**config.mk**
```make
export PLATFORM = sky130hd
export DESIGN_NAME = uart_reg_responder
export DESIGN_NICKNAME = d
export VERILOG_FILES = /design/src/rtl/uart_reg_responder_pkg.sv /design/src/rtl/uart_reg_responder_tx.sv /design/src/rtl/uart_reg_responder.sv
export SDC_FILE = /design/constraint.sdc
export NUM_CORES = 1
export LEC_CHECK = 0
export CORE_MARGIN = 4
export CORE_UTILIZATION = 35
export DETAILED_ROUTE_END_ITERATION = 10
export GPL_TIMING_DRIVEN = 0
export SYNTH_ARGS = -nofsm -noshare
export SYNTH_HDL_FRONTEND = slang
export SYNTH_SLANG_ARGS = --single-unit
```
**constraint.sdc**
```tcl
create_clock -name clk -period 4.2 [get_ports clk]
set_input_delay 0.63 -clock clk [delete_from_list [all_inputs] [get_ports clk]]
set_output_delay 0.63 -clock clk [all_outputs]
set_load 0.02 [all_outputs]
```
**src/rtl/uart_reg_responder_pkg.sv**
```systemverilog
// Shared definitions for the UART register responder and its tx handshake:
// state encodings, command field positions, reply defaults and bit timing.
package uart_reg_responder_pkg;

   localparam int DATA_W = 8;

   typedef enum logic [2:0] {
      S_IDLE,
      S_WAIT_DATA,
      S_SEND,
      S_WAIT_HI,
      S_WAIT_LO
   } state_t;

   localparam int WR_BIT  = 7;
   localparam int RSV_MSB = 6;
   localparam int RSV_LSB = 4;

   localparam logic [DATA_W-1:0] ACK_DEFAULT = 8'hA5;
   localparam logic [DATA_W-1:0] NAK_DEFAULT = 8'h5A;

   // Same clocks-per-bit rounding the rx/tx engines use.
   function automatic int unsigned clk_per_bit(input int unsigned clk_freq,
                                               input int unsigned baud);
      return clk_freq / baud;
   endfunction

endpackage

```
**src/rtl/uart_reg_responder_tx.sv**
```systemverilog
// Start/busy handshake toward a UART transmitter: accepts one byte request,
// issues a single tx_start when the line is free and holds tx_data until done.
module uart_tx_handshake
   import uart_reg_responder_pkg::*;
(
   input  logic              clk,
   input  logic              rst,
   input  logic              req,
   input  logic [DATA_W-1:0] req_data,
   input  logic              tx_busy,
   output logic              tx_start,
   output logic [DATA_W-1:0] tx_data,
   output logic              active
);

   state_t state, state_nxt;

   always_ff @(posedge clk) begin
      if (rst) begin
         state   <= S_IDLE;
         tx_data <= '0;
      end else begin
         state <= state_nxt;
         if (req && state == S_IDLE) tx_data <= req_data;
      end
   end

   // tx_start is combinational so a free transmitter starts one cycle after req.
   always_comb begin
      state_nxt = state;
      tx_start  = 1'b0;
      case (state)
         S_IDLE:    if (req) state_nxt = S_SEND;
         S_SEND: begin
            if (!tx_busy) begin
               tx_start  = 1'b1;
               state_nxt = S_WAIT_HI;
            end
         end
         S_WAIT_HI: if (tx_busy) state_nxt = S_WAIT_LO;
         S_WAIT_LO: if (!tx_busy) state_nxt = S_IDLE;
         default:   state_nxt = S_IDLE;
      endcase
   end

   assign active = (state != S_IDLE);

endmodule

```
**src/rtl/uart_reg_responder.sv**
```systemverilog
// Byte-level read/write command responder between UART rx/tx engines and a
// bank of 8 control (driven) and 8 status (input) registers.
module uart_reg_responder
   import uart_reg_responder_pkg::*;
#(
   parameter int unsigned CLK_FREQ      = 100_000_000,
   parameter int unsigned BAUD          = 10_000,
   parameter int unsigned TIMEOUT_BYTES = 4,
   parameter logic [7:0]  ACK_BYTE      = ACK_DEFAULT,
   parameter logic [7:0]  NAK_BYTE      = NAK_DEFAULT,
   parameter logic [63:0] CTRL_RESET    = 64'h0
)
(
   input  logic        clk,
   input  logic        rst,
   input  logic        rx_valid,
   input  logic [7:0]  rx_data,
   input  logic        tx_busy,
   output logic        tx_start,
   output logic [7:0]  tx_data,
   output logic [63:0] ctrl_regs,
   input  logic [63:0] status_in,
   output logic        wr_strobe,
   output logic [2:0]  wr_addr,
   output logic        err_overrun,
   output logic        err_timeout
);

   localparam logic [31:0] TMO_MAX =
      32'(TIMEOUT_BYTES * 10 * clk_per_bit(CLK_FREQ, BAUD) - 1);

   // Only S_IDLE and S_WAIT_DATA live here; reply states live in the handshake.
   state_t      state, state_nxt;
   logic [3:0]  addr;
   logic [31:0] tmo_cnt;
   logic        hs_active, reply_req, do_write, tmo_fire;
   logic [7:0]  reply;
   logic [63:0] rd_bank;

   assign rd_bank = rx_data[3] ? status_in : ctrl_regs;

   always_comb begin
      state_nxt = state;
      reply_req = 1'b0;
      reply     = NAK_BYTE;
      do_write  = 1'b0;
      tmo_fire  = 1'b0;
      case (state)
         S_IDLE: begin
            if (rx_valid && !hs_active) begin
               if (rx_data[RSV_MSB:RSV_LSB] != '0) begin
                  reply_req = 1'b1;
               end else if (!rx_data[WR_BIT]) begin
                  reply_req = 1'b1;
                  reply     = rd_bank[{rx_data[2:0], 3'b000} +: 8];
               end else begin
                  state_nxt = S_WAIT_DATA;
               end
            end
         end
         S_WAIT_DATA: begin
            // A data byte on the expiry cycle takes priority over the timeout.
            if (rx_valid) begin
               reply_req = 1'b1;
               state_nxt = S_IDLE;
               if (!addr[3]) begin
                  do_write = 1'b1;
                  reply    = ACK_BYTE;
               end
            end else if (tmo_cnt == TMO_MAX) begin
               tmo_fire  = 1'b1;
               state_nxt = S_IDLE;
            end
         end
         default: state_nxt = S_IDLE;
      endcase
   end

   always_ff @(posedge clk) begin
      if (rst) begin
         state       <= S_IDLE;
         addr        <= '0;
         tmo_cnt     <= '0;
         ctrl_regs   <= CTRL_RESET;
         wr_strobe   <= 1'b0;
         wr_addr     <= '0;
         err_overrun <= 1'b0;
         err_timeout <= 1'b0;
      end else begin
         state     <= state_nxt;
         wr_strobe <= do_write;
         if (state == S_IDLE && rx_valid) addr <= rx_data[3:0];
         if (state == S_WAIT_DATA) begin
            if (tmo_cnt != TMO_MAX) tmo_cnt <= tmo_cnt + 32'd1;
         end else begin
            tmo_cnt <= '0;
         end
         if (do_write) begin
            ctrl_regs[{addr[2:0], 3'b000} +: 8] <= rx_data;
            wr_addr                             <= addr[2:0];
         end
         if (rx_valid && hs_active) err_overrun <= 1'b1;
         if (tmo_fire) err_timeout <= 1'b1;
      end
   end

   uart_tx_handshake u_tx_hs (
      .clk      (clk),
      .rst      (rst),
      .req      (reply_req),
      .req_data (reply),
      .tx_busy  (tx_busy),
      .tx_start (tx_start),
      .tx_data  (tx_data),
      .active   (hs_active)
   );

endmodule
```
==> run summary, run 1 <==
Io pins = 155
Initial DRC count = 276
CTS tree = built
Worst-path fanout max = 10
Unrepaired setup endpoints after global routing = false
Pre-antenna DRT Iters = 5
CTS sink count = 118
Post-layout minimum cycle time = 2.876 ns
Most frequent cell after synthesis = dfxtp_1
CP arrival = 3.15 ns
Area grow syn2layout = 40.51%
Post-synth top cells = dfxtp_1 (118), nor2_1 (115), mux2i_1 (81)
Die area = 18870 um2
Outcome = finished, final reports clean
Post CTS Setup Buffer Count = 0
Core area = 16470 um2
Nets = 861
Post-Route WL = 19.29 mm
Length in cells of the worst reg-to-reg path = 8
Average size of a mapped cell = 9.606 um2
DIE WIDTH = 137.4 um
Initial Util = 35.59%
Top cell type's share of synthesized area = 40.32%
Slew HR = 47.72%
Final hold vios = 0
Antenna violations before repair = 0
CTS buffer count = 17
Worst-skew pair later-pin latency = 0.42 ns
Final setup fails = 0
#FFs+latches synth = 118
Largest net degree at the start of global routing = 17
Overflow after GRT = 0
Register area share after synthesis = 40.32%
Synth cell types = 46
CP Launch Type = flop
WS Path Type = reg -> reg
Top_reg_cell synth = dfxtp_1
First-pass GRT wire length = 29.91 mm
Post-synth ARST share = 0%
Fraction of layout cells with a size suffix above 1 = 11.21%
Largest area contributor in the netlist = dfxtp_1
Final Max Tran Viols = 0
Final Skew = 0.01248 ns
Dpl hpwl = 14.57 mm
Least-Margin Pin Slew = 0.7783 ns
H-tree level count = 4
Fmax achieved = 0.3477 GHz
WL per Instance = 19.02 um
Setup TNS = 0 ns
EDFF count, synth = 0
Total power = 2828 uW
Max-cap violations = 0
Die Height = 137.4 um
Syn nets = 690
WHS Path Cells = 1
# resized after CTS = 0
Tot GR Track Use = 21.00%
Post-route ant nets = 0
Worst setup margin = 1.324 ns
Synth area leaders = dfxtp_1 (40%), mux2i_1 (14%), mux4_2 (9.2%), nor2_1 (7.4%), xnor2_1 (2.2%)
Rows = 47
Hold Path Class = reg -> reg
Antenna Cells = 0
Hold buffers post-CTS = 0
Hold slack = 0.4988 ns
Post-route DRC = 0
CTS root buffer = clkbuf_16
Mapped cell area = 5859 um2
Max VDD drop = 0.0003891 V
Via density = 5.225
Critical path required time = 4.48 ns
Vias in the first global route = 5462
Synth warn = 0
Period utilization = 68.48%
LEAKAGE = 0.003141 uW
Worst Setup End Kind = flop
Final RePlAce weighted congestion = 0.8532
# port buffers = 152
Syn Inst Count = 610
Post-Place Worst Slack = 0.9981 ns
Clock tree buffer depth = 2
PwrDens = 343.5 nW/um2
DR vias = 5298
Worst-path clk slew = 0.06 ns
-- sequential cells by signal, summed over array words and instances, names as in the netlist, 3 cells and up --
signal,count
u_tx_hs.tx_data,8
wr_addr,3
addr,4
tmo_cnt,32
ctrl_regs,64
u_tx_hs.state,3
-- worst max-delay path: stages, from the launching register on --
cell      delay [ns]
dfxtp_1         0.39
clkbuf_1        0.36
inv_1           0.16
ha_1            0.25
ha_1            0.27
clkbuf_1        0.21
nor4_4          0.76
mux2i_1         0.27
nor2_1          0.05
-- path summary, 6_finish.rpt --
check	from	end	slack, ns
worst max register to register	addr[0]$_SDFFE_PP0P_	ctrl_regs[46]$_SDFFE_PP0P_	1.32
worst min-delay path	tmo_cnt[2]$_SDFFE_PP0P_	tmo_cnt[2]$_SDFFE_PP0P_	0.50
worst min register to register	tmo_cnt[2]$_SDFFE_PP0P_	tmo_cnt[2]$_SDFFE_PP0P_	0.50
worst max-delay path	addr[0]$_SDFFE_PP0P_	ctrl_regs[46]$_SDFFE_PP0P_	1.32
-- kinds of logic after synthesis --
| family | after synthesis | synth area share (%) |
|---|---|---|
| adders and majority gates | 4 | 0.8542 |
| buffers and inverters | 54 | 4.228 |
| AOI/OAI and AO/OA | 69 | 7.303 |
| muxes | 109 | 23.83 |
| and+or+nand+nor | 235 | 20.33 |
| xor gates and xnor gates | 21 | 3.139 |
| DFF | 118 | 40.32 |
-- metrics by stage --
| stage | instances | utilization (%) | area (um2) |
|---|---|---|---|
| after detailed placement | 982 | 46.50 | 7656 |
| after CTS | 1014 | 50.00 | 8233 |
| after global routing | 1014 | 50.00 | 8233 |
| after global placement | 982 | 46.50 | 7656 |
| final | 1014 | 50.00 | 8233 |
| after floorplan | 610 | - | 5859 |
-- layout by cell type (no fill, tap or decap), types with 7 or more instances in the layout --
cell type,n
and2_1,16
nor2_1,115
nand3_1,8
dfxtp_1,118
a31oi_1,9
clkbuf_16,17
a21oi_1,21
a221oi_1,9
clkbuf_1,22
inv_1,11
clkdlybuf4s50_1,152
and3_1,12
nand2_1,17
mux4_2,24
o21ai_0,17
buf_2,12
nor3_1,20
mux2i_1,81
or3_1,8
nor4_1,7
xnor2_1,15
-- per-layer routing --
| layer | wire length, um | up-vias | global-route usage (%) |
|---|---|---|---|
| met5 | 0 | - | 0 |
| met4 | 244 | 0 | 5.710 |
| li1 | - | 2542 | - |
| met2 | 9307 | 188 | 34.90 |
| met3 | 1284 | 21 | 6.720 |
| met1 | 8451 | 2547 | 26.27 |
-- report_power, final --
part,leakage [uW],switching [uW],internal [uW]
logic,0.00192,145,143
clock network,0.000264,553,848
registers,0.000953,8.23,1130
-- cell type report --
type	count	area, um2
Multi-Input combinational cell	438	3249
Tap cell	220	275.3
Clock inverter	13	123.9
Sequential cell	118	2362
Timing Repair Buffer	152	1521
Inverter	11	41.29
Buffer	43	206.4
Clock buffer	19	452.9
Fill cell	1511	8233
Power figures use the tool's default switching activity.
==> run 2: changes to the inputs <==
==> constraint.sdc (replaced) <==
create_clock -name clk -period 2.9 [get_ports clk]
set_input_delay 0.435 -clock clk [delete_from_list [all_inputs] [get_ports clk]]
set_output_delay 0.435 -clock clk [all_outputs]
set_load 0.02 [all_outputs]
==> run summary, run 2 (synthesis gave the netlist of run 1 again) <==
Final Skew = 0.01229 ns (-0.0001989 ns)
CP Launch Type = flop
DR vias = 5292 (-0.11%)
WS Path Type = reg -> reg
Vias in the first global route = 5462 (unchanged)
CP arrival = 2.87 ns (-0.28 ns)
Fin util = 50.13% (+0.13 points)
Final Instance Area = 8254 um2 (+0.26%)
Filler Cells Inserted = 1514 (+0.20%)
Final setup fails = 0 (unchanged)
Slew HR = 53.95% (+6.2 points)
Critical R2R Launch = addr[0]$_SDFFE_PP0P_
Unrepaired setup endpoints after global routing = false
Leading cell type in the layout, fill and taps excluded = clkdlybuf4s50_1
Hold slack = 0.5002 ns (+0.001482 ns)
Final hold vios = 0 (unchanged)
# port buffers = 152 (unchanged)
Hold Path Class = reg -> reg
Antenna violations before repair = 0 (unchanged)
First-pass GRT wire length = 29.91 mm (unchanged)
Largest register by flop count = ctrl_regs
WL per Instance = 19.05 um (+0.15%)
Layout Cells excl Fill = 1015 (+0.099%)
CTS tree = built
Cell area after placement = 7656 um2 (unchanged)
Outcome = finished, final reports clean
H-tree level count = 4 (unchanged)
Die Height = 137.4 um (unchanged)
Post-Route WL = 19.34 mm (+0.25%)
Post-layout minimum cycle time = 2.582 ns (-0.2944 ns)
CTS root buffer = clkbuf_16
LEAKAGE = 0.003152 uW (+0.36%)
CTS sink count = 118 (unchanged)
CP Capture Point = ctrl_regs[22]$_SDFFE_PP0P_
PwrDens = 496.5 nW/um2 (+45%)
Final Max Tran Viols = 0 (unchanged)
Biggest registers after layout = ctrl_regs x64, tmo_cnt x32, u_tx_hs.tx_data x8
Tot GR Track Use = 21.00% (unchanged)
Worst-skew pair later-pin latency = 0.42 ns (about the same)
Clock tree buffer depth = 2 (unchanged)
Core area = 16470 um2 (unchanged)
Die area = 18870 um2 (unchanged)
Via density = 5.214 (-0.21%)
CTS buffer count = 17 (unchanged)
Pre-antenna DRT Iters = 6 (+1)
Worst-path clk slew = 0.06 ns (about the same)
Post-route DRC = 0 (unchanged)
Fmax achieved = 0.3874 GHz (+11%)
Post-route ant nets = 0 (unchanged)
FF-to-FF End = ctrl_regs[22]$_SDFFE_PP0P_
Largest net degree at the start of global routing = 17 (unchanged)
Final RePlAce weighted congestion = 0.8532 (unchanged)
DIE WIDTH = 137.4 um (unchanged)
Most frequent cells in the layout = clkdlybuf4s50_1 (152), dfxtp_1 (118), nor2_1 (115)
Total power = 4098 uW (+45%)
Initial DRC count = 271 (-1.8%)
Area grow syn2layout = 40.87%
Initial Util = 35.59% (unchanged)
Dpl hpwl = 14.57 mm (unchanged)
Max-cap violations = 0 (unchanged)
Fraction of layout cells with a size suffix above 1 = 11.45% (+0.24 points)
Period utilization = 89.02% (+21 points)
Overflow after GRT = 0 (unchanged)
Largest register FFs = 64 (unchanged)
Reg-to-reg slack, setup = 0.32 ns (-1.01 ns)
Least-Margin Pin Slew = 0.6907 ns (-0.08757 ns)
Critical path required time = 3.18 ns (-1.30 ns)
Nets = 862 (+0.12%)
Rows = 47 (unchanged)
Length in cells of the worst reg-to-reg path = 8 (unchanged)
Dpl cells = 982 (unchanged)
Worst-path fanout max = 10 (unchanged)
Antenna Cells = 0 (unchanged)
Io pins = 155 (unchanged)
Worst Setup End Kind = flop
Setup crit start = addr[0]$_SDFFE_PP0P_
Max VDD drop = 0.0005641 V (+45%)
-- run 2: cell count changes in the layout (fill, tap and decap cells not counted), sizes merged --
cell	previous run	this run
buf	21	22
-- run 2: layer usage --
metal,GRT usage (%),part of all wire (%)
met1,26.27,43
met2,34.90,49
met3,6.720,7.3
met4,5.710,1.2
met5,0,0
-- run 2: area by class of cell --
| cell class | count | area (um2) | share of cell area (%) |
|---|---|---|---|
| Buffer | 43 | 207.7 | 2.516 |
| Clock buffer | 19 | 452.9 | 5.487 |
| Clock inverter | 13 | 123.9 | 1.501 |
| Inverter | 11 | 41.29 | 0.5002 |
| Multi-Input combinational cell | 438 | 3249 | 39.37 |
| Sequential cell | 118 | 2362 | 28.62 |
| Tap cell | 220 | 275.3 | 3.335 |
| Timing Repair Buffer | 153 | 1541 | 18.68 |
-- run 2: worst min-delay path by stage --
stage,startpoint,endpoint,slack [ns],cells after the start
detailed placement,tmo_cnt[2]$_SDFFE_PP0P_,tmo_cnt[2]$_SDFFE_PP0P_,0.48,1
global placement,tmo_cnt[3]$_SDFFE_PP0P_,tmo_cnt[3]$_SDFFE_PP0P_,0.47,2
CTS,tmo_cnt[2]$_SDFFE_PP0P_,tmo_cnt[2]$_SDFFE_PP0P_,0.50,1
floorplan,tmo_cnt[2]$_SDFFE_PP0P_,tmo_cnt[2]$_SDFFE_PP0P_,0.45,1
global route,tmo_cnt[2]$_SDFFE_PP0P_,tmo_cnt[2]$_SDFFE_PP0P_,0.52,1
finish,tmo_cnt[2]$_SDFFE_PP0P_,tmo_cnt[2]$_SDFFE_PP0P_,0.50,1
-- run 2: where the power goes --
part	switching (uW)	internal (uW)	total, uW
clock network	801	1230	2030
logic	211	207	418
registers	12.0	1640	1650
total	1020	3070	4100
-- run 2: stage by stage --
step | setup slack [ns] | TNS [ns]
floorplan | 0.5742 | 0
global placement | -0.07785 | -0.08891
detailed placement | -0.1069 | -0.1773
CTS | 0.006992 | 0
global route | 0.1687 | 0
finish | 0.3184 | 0
-- run 2: critical path, cell delays in order, from the launching register on --
cell and delay (ns):
dfxtp_1 0.39, clkbuf_2 0.25, inv_1 0.12, ha_1 0.23, ha_1 0.27, clkbuf_1 0.34, nand4_2 0.49, mux2i_1 0.29
nor2_1 0.06
-- run 2: repair_timing --
item,in CTS,in global routing
hold buffers,0,0
setup endpoints to repair,0,13
setup buffers,0,1
resized for setup,0,2
